$ cat src/rtl/exmem_stream_reader.sv
// exmem_stream_reader: streams a block of words from the exmem RAM onto a
// valid/ready port. Read-only initiator; 1-cycle RAM read latency is absorbed
// by a 2-entry output buffer so continuous ready gives 1 word per cycle.
module exmem_stream_reader #(
    parameter int unsigned WIDTH         = 32,
    parameter int unsigned RAM_ADDR_BITS = 10
) (
    input  logic                     clk,
    input  logic                     reset_n,
    input  logic                     start,
    input  logic                     abort,
    input  logic [RAM_ADDR_BITS-1:0] base_adr,
    input  logic [RAM_ADDR_BITS:0]   length,
    output logic                     busy,
    output logic                     done,
    output logic                     mem_en,
    output logic                     memwrite,
    output logic [RAM_ADDR_BITS-1:0] mem_adr,
    input  logic [WIDTH-1:0]         memdata,
    output logic                     s_valid,
    output logic [WIDTH-1:0]         s_data,
    output logic                     s_last,
    input  logic                     s_ready
);

    localparam int unsigned LW = RAM_ADDR_BITS + 1;

    typedef enum logic [1:0] {
        ST_IDLE  = 2'd0,
        ST_RUN   = 2'd1,
        ST_DRAIN = 2'd2,
        ST_DONE  = 2'd3
    } state_t;

    state_t             state;
    logic [LW-1:0]      issue_left;     // reads still to be issued
    logic [1:0]         count;          // buffer occupancy (head is s_data/s_last)
    logic               inflight;       // read issued last cycle, data on memdata now
    logic               inflight_last;  // that read was the final word
    logic [WIDTH-1:0]   data1;          // second buffer entry
    logic               last1;

    logic               pop;
    logic               push;
    logic [2:0]         occ;
    logic [1:0]         count_nxt;

    assign memwrite = 1'b0;

    // Issue decision is combinational so a pop this cycle frees room for a
    // read this cycle; this is what makes the stream gap-free with only 2 slots.
    always_comb begin
        pop       = s_valid & s_ready;
        push      = inflight;
        occ       = 3'(count) + 3'(inflight) - 3'(pop);
        mem_en    = (state == ST_RUN) && (occ < 3'd2);
        count_nxt = count + {1'b0, push} - {1'b0, pop};
    end

    // Control FSM, address generation and output buffer.
    always_ff @(posedge clk or negedge reset_n) begin
        if (!reset_n) begin
            state         <= ST_IDLE;
            busy          <= 1'b0;
            done          <= 1'b0;
            mem_adr       <= '0;
            issue_left    <= '0;
            count         <= '0;
            inflight      <= 1'b0;
            inflight_last <= 1'b0;
            s_valid       <= 1'b0;
            s_data        <= '0;
            s_last        <= 1'b0;
            data1         <= '0;
            last1         <= 1'b0;
        end else if (abort) begin
            // abort drops everything, including the read in flight
            state         <= ST_IDLE;
            busy          <= 1'b0;
            done          <= 1'b0;
            count         <= '0;
            inflight      <= 1'b0;
            inflight_last <= 1'b0;
            s_valid       <= 1'b0;
            s_last        <= 1'b0;
        end else begin
            done <= 1'b0;
            case (state)
                ST_IDLE: begin
                    if (start) begin
                        if (length == '0) begin
                            state <= ST_DONE;
                            done  <= 1'b1;
                        end else begin
                            state      <= ST_RUN;
                            busy       <= 1'b1;
                            mem_adr    <= base_adr;
                            issue_left <= length;
                        end
                    end
                end
                ST_RUN: begin
                    if (mem_en && (issue_left == LW'(1))) begin
                        state <= ST_DRAIN;
                    end
                end
                ST_DRAIN: begin
                    if (pop && s_last) begin
                        state <= ST_DONE;
                        busy  <= 1'b0;
                        done  <= 1'b1;
                    end
                end
                default: begin
                    state <= ST_IDLE;
                end
            endcase

            if (mem_en) begin
                mem_adr    <= mem_adr + RAM_ADDR_BITS'(1);
                issue_left <= issue_left - LW'(1);
            end
            inflight      <= mem_en;
            inflight_last <= mem_en && (issue_left == LW'(1));

            // FIFO update: head lives in s_data/s_last, second slot in data1/last1
            case ({push, pop})
                2'b10: begin
                    if (count == 2'd0) begin
                        s_data <= memdata;
                        s_last <= inflight_last;
                    end else begin
                        data1 <= memdata;
                        last1 <= inflight_last;
                    end
                end
                2'b01: begin
                    s_data <= data1;
                    s_last <= last1;
                end
                2'b11: begin
                    if (count == 2'd1) begin
                        s_data <= memdata;
                        s_last <= inflight_last;
                    end else begin
                        s_data <= data1;
                        s_last <= last1;
                        data1  <= memdata;
                        last1  <= inflight_last;
                    end
                end
                default: begin
                end
            endcase
            count   <= count_nxt;
            s_valid <= (count_nxt != 2'd0);
            if (count_nxt == 2'd0) begin
                s_last <= 1'b0;
            end
        end
    end

    // The issue rule must keep the buffer from ever exceeding two entries.
    always_ff @(posedge clk) begin
        if (reset_n && !abort) begin
            assert (!(push && !pop && (count == 2'd2)));
        end
    end

endmodule

$ cat config.mk
export PLATFORM = sky130hd
export DESIGN_NAME = exmem_stream_reader
export DESIGN_NICKNAME = d
export VERILOG_FILES = /design/src/rtl/exmem_stream_reader.sv
export SDC_FILE = /design/constraint.sdc
export NUM_CORES = 1
export LEC_CHECK = 0
export ABC_AREA = 1
export CAP_MARGIN = 20
export CORE_UTILIZATION = 35
export CTS_CLUSTER_SIZE = 30
export DETAILED_ROUTE_END_ITERATION = 12
export GPL_TIMING_DRIVEN = 0
export HOLD_SLACK_MARGIN = 0.15
export SLEW_MARGIN = 10
export SYNTH_ARGS = -nofsm -noshare
export SYNTH_HDL_FRONTEND = slang
export SYNTH_SLANG_ARGS = --single-unit
$ cat constraint.sdc
create_clock -name clk -period 6.8 [get_ports clk]
set_input_delay 2.04 -clock clk [delete_from_list [all_inputs] [get_ports clk]]
set_output_delay 2.04 -clock clk [all_outputs]
set_load 0.005 [all_outputs]
* Yosys cells after proc, flatten, opt, wreduce, memory -nomap -nowiden
Cells that the tools add are included.
Operators by class: reductions and logical operators 20, bitwise operators 2, eq/ne operators 16, add/subtract/negate cells 6, multiplexer cells 42, magnitude comparators 1
Operator list (count):
- two-way mux 32 bit | 4
- case mux 32 bit (3 select lines) | 1
- case mux 32 bit (2 select lines) | 1
- two-way mux 11 bit | 4
- two-way mux 10 bit | 4
- two-way mux 1 bit | 17
- two-way mux 2 bit | 6
- AND reduction 4 bit | 3
- == test 11 x 1 -> 1 bit (second input constant) | 1
- logical NOT 11 bit | 1
- subtractor 11 x 1 -> 11 bit (second input constant) | 1
- adder 10 x 1 -> 10 bit (second input constant) | 1
- != test 3 bit (second input constant) | 3
- != test 2 bit (second input constant) | 4
- nonzero test 2 bit | 4
- == test 2 x 1 -> 1 bit (second input constant) | 3
- == test 2 bit (second input constant) | 3
- logical NOT 2 bit | 3
- case mux 1 bit (2 select lines) | 3
- case mux 2 bit (3 select lines) | 1
- AND reduction 3 bit | 2
- nonzero test 3 bit | 2
- nonzero test 5 bit | 1
- != test 4 bit (second input constant) | 1
- 11 further kinds | 13
Storage, ports and cells: bits of input ports 58, flip-flop bits (word level) 96

* Logic depth before layout (Yosys ltp)
Gate-level depths: netlist of run 1.
word-level depth 8, gate-level depth with buffers 17, depth with buffers taken out 16

* Worst setup path after synthesis of run 1
No wires, ideal clock.
path type input to output, start input port s_ready, end output port mem_en, data required time 4760 ps, data arrival time 3620 ps, cell stages on the path 12, path slack 1140 ps, buffers on the path 1, cells stage by stage nand2_1 inv_1 ha_1 inv_1 ha_1 inv_1 fa_1 nand2_1 inv_1 nand2_1 nor2_2 buf_2
On the way: longest elaborated chain between the ends 4
RTL lines:
- start: declaration | RTL line 23 | input logic s_ready
- AND 1 bit | RTL line 53 | pop = s_valid & s_ready;
- subtractor 3 x 1 -> 3 bit | RTL line 55 | occ = 3'(count) + 3'(inflight) - 3'(pop);
- < comparator 3 x 2 -> 1 bit | RTL line 56 | mem_en = (state == ST_RUN) && (occ < 3'd2);
- logical AND 1 bit | RTL line 56
- end: declaration | RTL line 16 | output logic mem_en,
No other way between the ends.

* Worst setup path after layout of run 1
Ends and elaborated chain as after synthesis.

==> qor.csv, run 1 <==
metric,value,unit
I/O pin total,106,
status,completed,
Gate Count Post-Synth,670,
Pint,0.00176,W
worst path arrival time,4.60,ns
Placed Instance Area,6400,um^2
sequential-to-total area share from yosys stat,47.0,%
Leak,3.27,nW
largest net degree at the start of global routing,54,
Ys Warns,0,
crit path kind,primary input to primary output,
router iterations before antenna repair,4,
Final Net Count,859,
top cell type by total area after synthesis,dfrtp_1,
count of final setup violators,0,
# port buffers,104,
type of origin of the critical path,primary input,
slowest library cell on the worst path,fa_1,
antenna violations before repair,0,
HP Class,flip-flop to flip-flop,
layout overhead on the synthesized area,32.3,%
Vias per Instance,4.82,
Worst Tran Pin Value,0.614,ns
Hold Crit Start,data1[22]$_DFFE_PN0P_,
Comb power frac,44.2,%
Clk pwr share,20.1,%
starting density of the core,36.4,%
post-DP HPWL,9580,um
share of cells above drive strength 1,8.07,%
top-area cell type share of the netlist area,47.0,%
Die Wd,123,um
Yosys reg bits,96,
Buf/Inv on CP,7,
worst skew pair latency,0.35,ns
peak supply drop,0.144,mV
clock-pin transition on the worst setup and hold timing paths,0.07,ns
routed length per instance,13.6,um
Num CTS Buffers,9,
Final Hold Fails,0,
final antenna-violating net count,0,
Required @ worst endpoint,4.76,ns
sw frac,38.2,%
first-pass GRT wire length,21400,um
Fin Clk Skew,0.00635,ns
aggregate global-route resource usage,18.4,%
worst-path cell chain,clkdlybuf4s50_1 > nand2_1 > inv_2 > ha_1 > inv_1 > ha_1 > inv_1 > fa_1 > nand2_1 > inv_1 > nand2_1 > nor2_4 > buf_6 > clkdlybuf4s50_1,
CTS Root Cell,clkbuf_16,
fmax,0.151,GHz
Final Instance Area,6760,um^2
gpl congestion,0.891,
Synth area leaders,"dfrtp_1, nand2_1, nand3_1",
Worst R2R Start,s_valid$_DFF_PN0_,
Synth Area per Inst,7.62,um^2
TritonCTS clock tree,built,
most instantiated library cell after synthesis,nand2_1,
Reg power frac,35.6,%
cell area after synthesis,5110,um^2
post-synth cell types,30,
Post-synth EDFFs,0,
Ant. Diodes,0,
switching pwr,0.00109,W
final WL,13300,um
DR iter-0 viols,268,
TritonCTS Sinks,96,
# rows,43,
Pwr per Cell Area,421,nW/um^2
Die ar.,15100,um^2
# DRC,0,
Chip Height,123,um
"CP delay by family, top",buffers and inverters,
total grt overflow,0,
crit-path max FO,4,
"Largest stage delay, worst path",0.53,ns
RSZ-0062 raised after global routing,no,
Post-synth ARST share,100,%
Worst Setup SP,s_ready,
total power,0.00285,W
via count,4688,
CTS H-tree lvls,3,
Syn Nets,741,
endpoint class of the critical path,primary output,
top_reg_cell synth,dfrtp_1,
core area,14000,um^2
vias in the first global route,4370,
Max-Cap Viols,0,
CTS Hold Bufs,0,
Clock Path Buffers,2,
Tcrit/Tclk final,97.7,%
Tmin final,6.64,ns
worst rel slew slack,59.1,%
Max Slew Vio Count,0,
most instantiated cells after synthesis,"nand2_1, dfrtp_1, inv_1",
## layer usage
layer / part of all wire, % / GRT usage, % / routed length, um
met4: 1.9 / 8.16 / 251
met1: 47 / 24.3 / 6250
met5: 0 / 0 / 0
met3: 4.5 / 2.79 / 592
met2: 47 / 29.8 / 6180
## worst paths after layout
| path | endpoint | slack, ns | cells past startpoint |
|---|---|---|---|
| min in group asynchronous | s_data[10]$_DFFE_PN0P_ | 1.70 | 1 |
| hold / removal | data1[22]$_DFFE_PN0P_ | 0.49 | 2 |
| setup / recovery | mem_en | 0.16 | 14 |
| setup reg to reg | issue_left[7]$_DFFE_PN0P_ | 4.12 | 15 |
| max in group asynchronous | s_data[30]$_DFFE_PN0P_ | 4.41 | 2 |
| hold reg to reg | data1[22]$_DFFE_PN0P_ | 0.49 | 2 |
## registers in the layout, indices dropped and copies added (netlist names)
name,cells
busy,1
count,2
data1,32
done,1
inflight,1
inflight_last,1
issue_left,11
last1,1
mem_adr,10
s_data,32
s_last,1
s_valid,1
state,2
## cells by family after synthesis
kind of cell,after synthesis,synth area share [%]
other,1,0.0734
buffers and inverters,112,9.43
adders and majority gates,13,3.33
AOI/OAI and AO/OA,96,11.0
xor gates and xnor gates,3,0.515
DFF,96,47.0
and+or+nand+nor,349,28.6
## worst register-to-register path, stage by stage, from the launching register on
cell and delay [ns]:
dfrtp_1 0.38, nand2_1 0.13, inv_2 0.05, ha_1 0.26, inv_1 0.05, ha_1 0.13, inv_1 0.04, fa_1 0.49
nand2_1 0.08, inv_1 0.04, nand2_1 0.09, nor2_4 0.05, nand2_1 0.15, clkbuf_1 0.44, nand3_1 0.15, nand2_1 0.08
## cells in the final DEF, fill, tap and decap left out, types with 2 or more instances in the layout
cell type and instances:
ha_1 12, bufinv_16 2, or2_1 2, clkbuf_1 10, clkbuf_16 9, or2_2 4, nor2_1 68, o21ai_2 9
inv_6 3, buf_2 15, dfrtp_1 96, inv_1 77, buf_4 8, xor2_1 2, buf_6 4, nor2_4 2
nand2_2 2, o21ai_0 43, a21oi_1 8, nand2_1 191, a31oi_1 32, nand3_1 74, nand4_1 3, inv_8 2
clkdlybuf4s50_1 103, o21bai_1 2
## power by group through the flow
stage,Sequential (W),Combinational (W),Clock [W]
floorplan,0.000996,0.000737,0
global placement,0.00102,0.00123,0
detailed placement,0.00102,0.00125,0
CTS,0.00102,0.00127,0.000586
global route,0.00105,0.00142,0.000606
finish,0.00101,0.00126,0.000573
## what timing repair did
| item | in CTS | in global routing |
|---|---|---|
| setup buffers | 1 | 1 |
| gates resized for setup | 3 | 1 |
| setup endpoints to repair | 1 | 1 |
## area by class of cell
type                       instances  area (um^2)
buffer                            34          195
fill                            1339         7280
clock inverter                     7          109
tap                              180          225
multi-input combinational        462         2230
inverter                          78          293
timing repair buffer             107         1080
clock buffer                       9          225
sequential                        96         2400
## per-stage QoR
step | hold slack [ns] | setup WS [ns] | utilization (%) | TNS [ns] | instances
floorplan | 0.454 | 1.14 | - | 0 | 670
global placement | 0.468 | -0.161 | 45.4 | -3.09 | 954
detailed placement | 0.462 | -0.156 | 45.6 | -0.156 | 955
CTS | 0.488 | 0.0544 | 48.0 | 0 | 972
global route | 0.501 | 0.0235 | 48.1 | 0 | 973
finish | 0.485 | 0.159 | 48.1 | 0 | 973
Power figures use the tool's default switching activity.
==> run 2, diff against run 1 <==
--- a/config.mk
+++ b/config.mk
@@ -12,7 +12,8 @@
 export DETAILED_ROUTE_END_ITERATION = 12
 export GPL_TIMING_DRIVEN = 0
 export HOLD_SLACK_MARGIN = 0.15
-export SLEW_MARGIN = 10
+export PLACE_DENSITY = 0.59
+export SLEW_MARGIN = 20
 export SYNTH_ARGS = -nofsm -noshare
 export SYNTH_HDL_FRONTEND = slang
 export SYNTH_SLANG_ARGS = --single-unit
==> run 2 against run 1 <==
Net effect:
- sequential power is essentially flat
- via count about the same
- first-iteration DRC count is 12% lower
- critical path type unchanged
- critical endpoint unchanged
==> qor.csv, run 2 (same netlist as run 1, synthesis figures left out) <==
metric,value,unit,change
Fin Clk Skew,0.0102,ns,was 0.00635 ns
status,completed,,unchanged
type of origin of the critical path,primary input,,unchanged
"Largest stage delay, worst path",0.52,ns,was 0.53 ns
gpl congestion,0.895,,was 0.891
final WL,13600,um,was 13300 um
total grt overflow,0,,unchanged
"Core Util, Final",47.9,%,was 48.1%
Top Registers,"data1 (32), s_data (32), issue_left (11)",,unchanged
antenna violations before repair,0,,unchanged
"CP delay by family, top",buffers and inverters,,unchanged
worst path arrival time,4.63,ns,was 4.60 ns
RR Endpoint,state[1]$_DFFE_PN0P_,,was issue_left[7]$_DFFE_PN0P_
starting density of the core,36.4,%,unchanged
RSZ-0062 raised after global routing,no,,unchanged
CTS Root Cell,clkbuf_16,,unchanged
Fill cells,1368,,was 1339
Clock Path Buffers,2,,unchanged
# port buffers,104,,unchanged
first-pass GRT wire length,22300,um,was 21400 um
switching pwr,0.00109,W,about the same
Final Net Count,860,,was 859
HP Class,flip-flop to flip-flop,,unchanged
Pint,0.00172,W,was 0.00176 W
Pwr per Cell Area,417,nW/um^2,was 421 nW/um^2
I/O pin total,106,,unchanged
Tmin final,6.67,ns,was 6.64 ns
crit path kind,primary input to primary output,,unchanged
Comb power frac,45.4,%,was 44.2%
endpoint class of the critical path,primary output,,unchanged
Vias per Instance,4.82,,about the same
router iterations before antenna repair,5,,was 4
Num CTS Buffers,9,,unchanged
count of final setup violators,0,,unchanged
crit path to,mem_en,,unchanged
"commonest non-fill, non-tap cell in the layout",nand2_1,,unchanged
share of cells above drive strength 1,8.07,%,unchanged
final antenna-violating net count,0,,unchanged
worst-path cell chain,clkdlybuf4s50_1 > nand2_1 > inv_2 > ha_1 > inv_1 > ha_1 > inv_1 > fa_1 > nand2_1 > inv_1 > nand2_1 > nor2_4 > buf_6 > clkdlybuf4s50_1,,unchanged
via count,4692,,was 4688
sw frac,38.7,%,was 38.2%
worst rel slew slack,66.5,%,was 59.1%
Reg power frac,36.3,%,was 35.6%
DR iter-0 viols,235,,was 268
largest net degree at the start of global routing,73,,was 54
slowest library cell on the worst path,fa_1,,unchanged
Tcrit/Tclk final,98.0,%,was 97.7%
worst skew pair latency,0.35,ns,about the same
TritonCTS Sinks,96,,unchanged
Worst Setup SP,s_ready,,unchanged
vias in the first global route,4595,,was 4370
post-DP HPWL,9680,um,was 9580 um
Max-Cap Viols,0,,unchanged
routed length per instance,13.9,um,was 13.6 um
core area,14000,um^2,unchanged
Leak,3.25,nW,was 3.27 nW
Placed Instance Area,6400,um^2,about the same
layout overhead on the synthesized area,31.8,%,was 32.3%
"reg-to-reg slack, setup",4.10,ns,was 4.12 ns
Final Hold Fails,0,,unchanged
Chip Height,123,um,unchanged
# rows,43,,unchanged
Buf/Inv on CP,7,,unchanged
Max Slew Vio Count,0,,unchanged
Worst R2R Start,s_valid$_DFF_PN0_,,unchanged
most frequent cells in the layout,"nand2_1, clkdlybuf4s50_1, dfrtp_1",,unchanged
peak supply drop,0.183,mV,was 0.144 mV
Worst Tran Pin Value,0.503,ns,was 0.614 ns
crit-path max FO,5,,was 4
CTS Hold Bufs,0,,unchanged
Clk pwr share,18.3,%,was 20.1%
Register-to-Register Path Depth,17,,was 15
Required @ worst endpoint,4.76,ns,about the same
clock-pin transition on the worst setup and hold timing paths,0.07,ns,about the same
Ant. Diodes,0,,unchanged
# DRC,0,,unchanged
Final Instance Area,6730,um^2,was 6760 um^2
Die ar.,15100,um^2,unchanged
CTS H-tree lvls,3,,unchanged
aggregate global-route resource usage,19.2,%,was 18.4%
Hold Path Depth,2,,unchanged
TritonCTS clock tree,built,,unchanged
Levels on crit path,14,,unchanged
fmax,0.150,GHz,was 0.151 GHz
Die Wd,123,um,unchanged
==> run 2: changes by cell type in the layout (fill, tap and decap cells not counted) <==
cell	before	now
inv_8	2	0
buf_6	4	5
clkinvlp_4	0	2
inv_6	3	2
clkinv_2	0	1
bufinv_16	2	1
==> run 2: power by group through the flow <==
stage	combinational [W]	clock (W)	sequential (W)
floorplan	0.000737	0	0.000996
global placement	0.00123	0	0.00102
detailed placement	0.00126	0	0.00103
CTS	0.00127	0.000528	0.00102
global route	0.00144	0.000556	0.00105
finish	0.00128	0.000513	0.00102
==> run 2: per-layer routing <==
metal / vias to the layer above / track usage, % / routed length [um]
met4: 0 / 5.56 / 111
met1: 2198 / 24.9 / 6230
met5: - / 0 / 0
met2: 115 / 31.3 / 6530
met3: 10 / 5.20 / 701
li1: 2369 / - / -
==> run 2: final cells by class <==
type | instances | area [um^2] | share of cell area, %
Buffer | 34 | 195 | 2.90
Clock buffer | 9 | 225 | 3.35
Clock inverter | 6 | 67.6 | 1.00
Inverter | 78 | 293 | 4.35
Multi-Input combinational cell | 462 | 2230 | 33.1
Sequential cell | 96 | 2400 | 35.7
Tap cell | 180 | 225 | 3.35
Timing Repair Buffer | 108 | 1090 | 16.2
==> run 2: worst register-to-register path: cells and delay by family (launching register included) <==
kind / cells / cell delay (ns)
and+or+nand+nor: 9 / 0.81
buffers and inverters: 5 / 0.49
DFF: 1 / 0.37
adders and majority gates: 3 / 0.92
==> run 2: timing repair <==
item / 4_1_cts / 5_1_grt
endpoints found under the setup margin: 1 / 1
setup buffers: 0 / 3
resized for setup: 3 / 1
==> run 2: worst min path at each step <==
stage,from,to
4_1_cts,data1[16]$_DFFE_PN0P_,data1[16]$_DFFE_PN0P_
6_report,data1[20]$_DFFE_PN0P_,data1[20]$_DFFE_PN0P_
3_3_place_gp,busy$_DFFE_PN0P_,busy$_DFFE_PN0P_
3_5_place_dp,busy$_DFFE_PN0P_,busy$_DFFE_PN0P_
5_1_grt,data1[0]$_DFFE_PN0P_,data1[0]$_DFFE_PN0P_
2_1_floorplan,data1[0]$_DFFE_PN0P_,data1[0]$_DFFE_PN0P_
==> run 2: metrics by stage <==
stage	setup TNS (ns)	instances	total power, W	setup WS, ns	hold slack [ns]
after detailed placement	-0.0937	955	0.00229	-0.0937	0.465
after CTS	0	970	0.00281	0.0475	0.491
after global placement	-6.39	954	0.00224	-0.103	0.468
after floorplan	0	670	0.00173	1.14	0.454
after global routing	0	973	0.00305	0.00114	0.507
final	0	973	0.00281	0.133	0.488
==> run 3, diff against run 2 <==
--- a/config.mk
+++ b/config.mk
@@ -13,7 +13,9 @@
 export GPL_TIMING_DRIVEN = 0
 export HOLD_SLACK_MARGIN = 0.15
 export PLACE_DENSITY = 0.59
+export SKIP_LAST_GASP = 1
 export SLEW_MARGIN = 20
 export SYNTH_ARGS = -nofsm -noshare
 export SYNTH_HDL_FRONTEND = slang
 export SYNTH_SLANG_ARGS = --single-unit
+export TNS_END_PERCENT = 1
==> results of run 3 <==
Same layout as run 2: the final DEF is identical, and so are final timing and power.
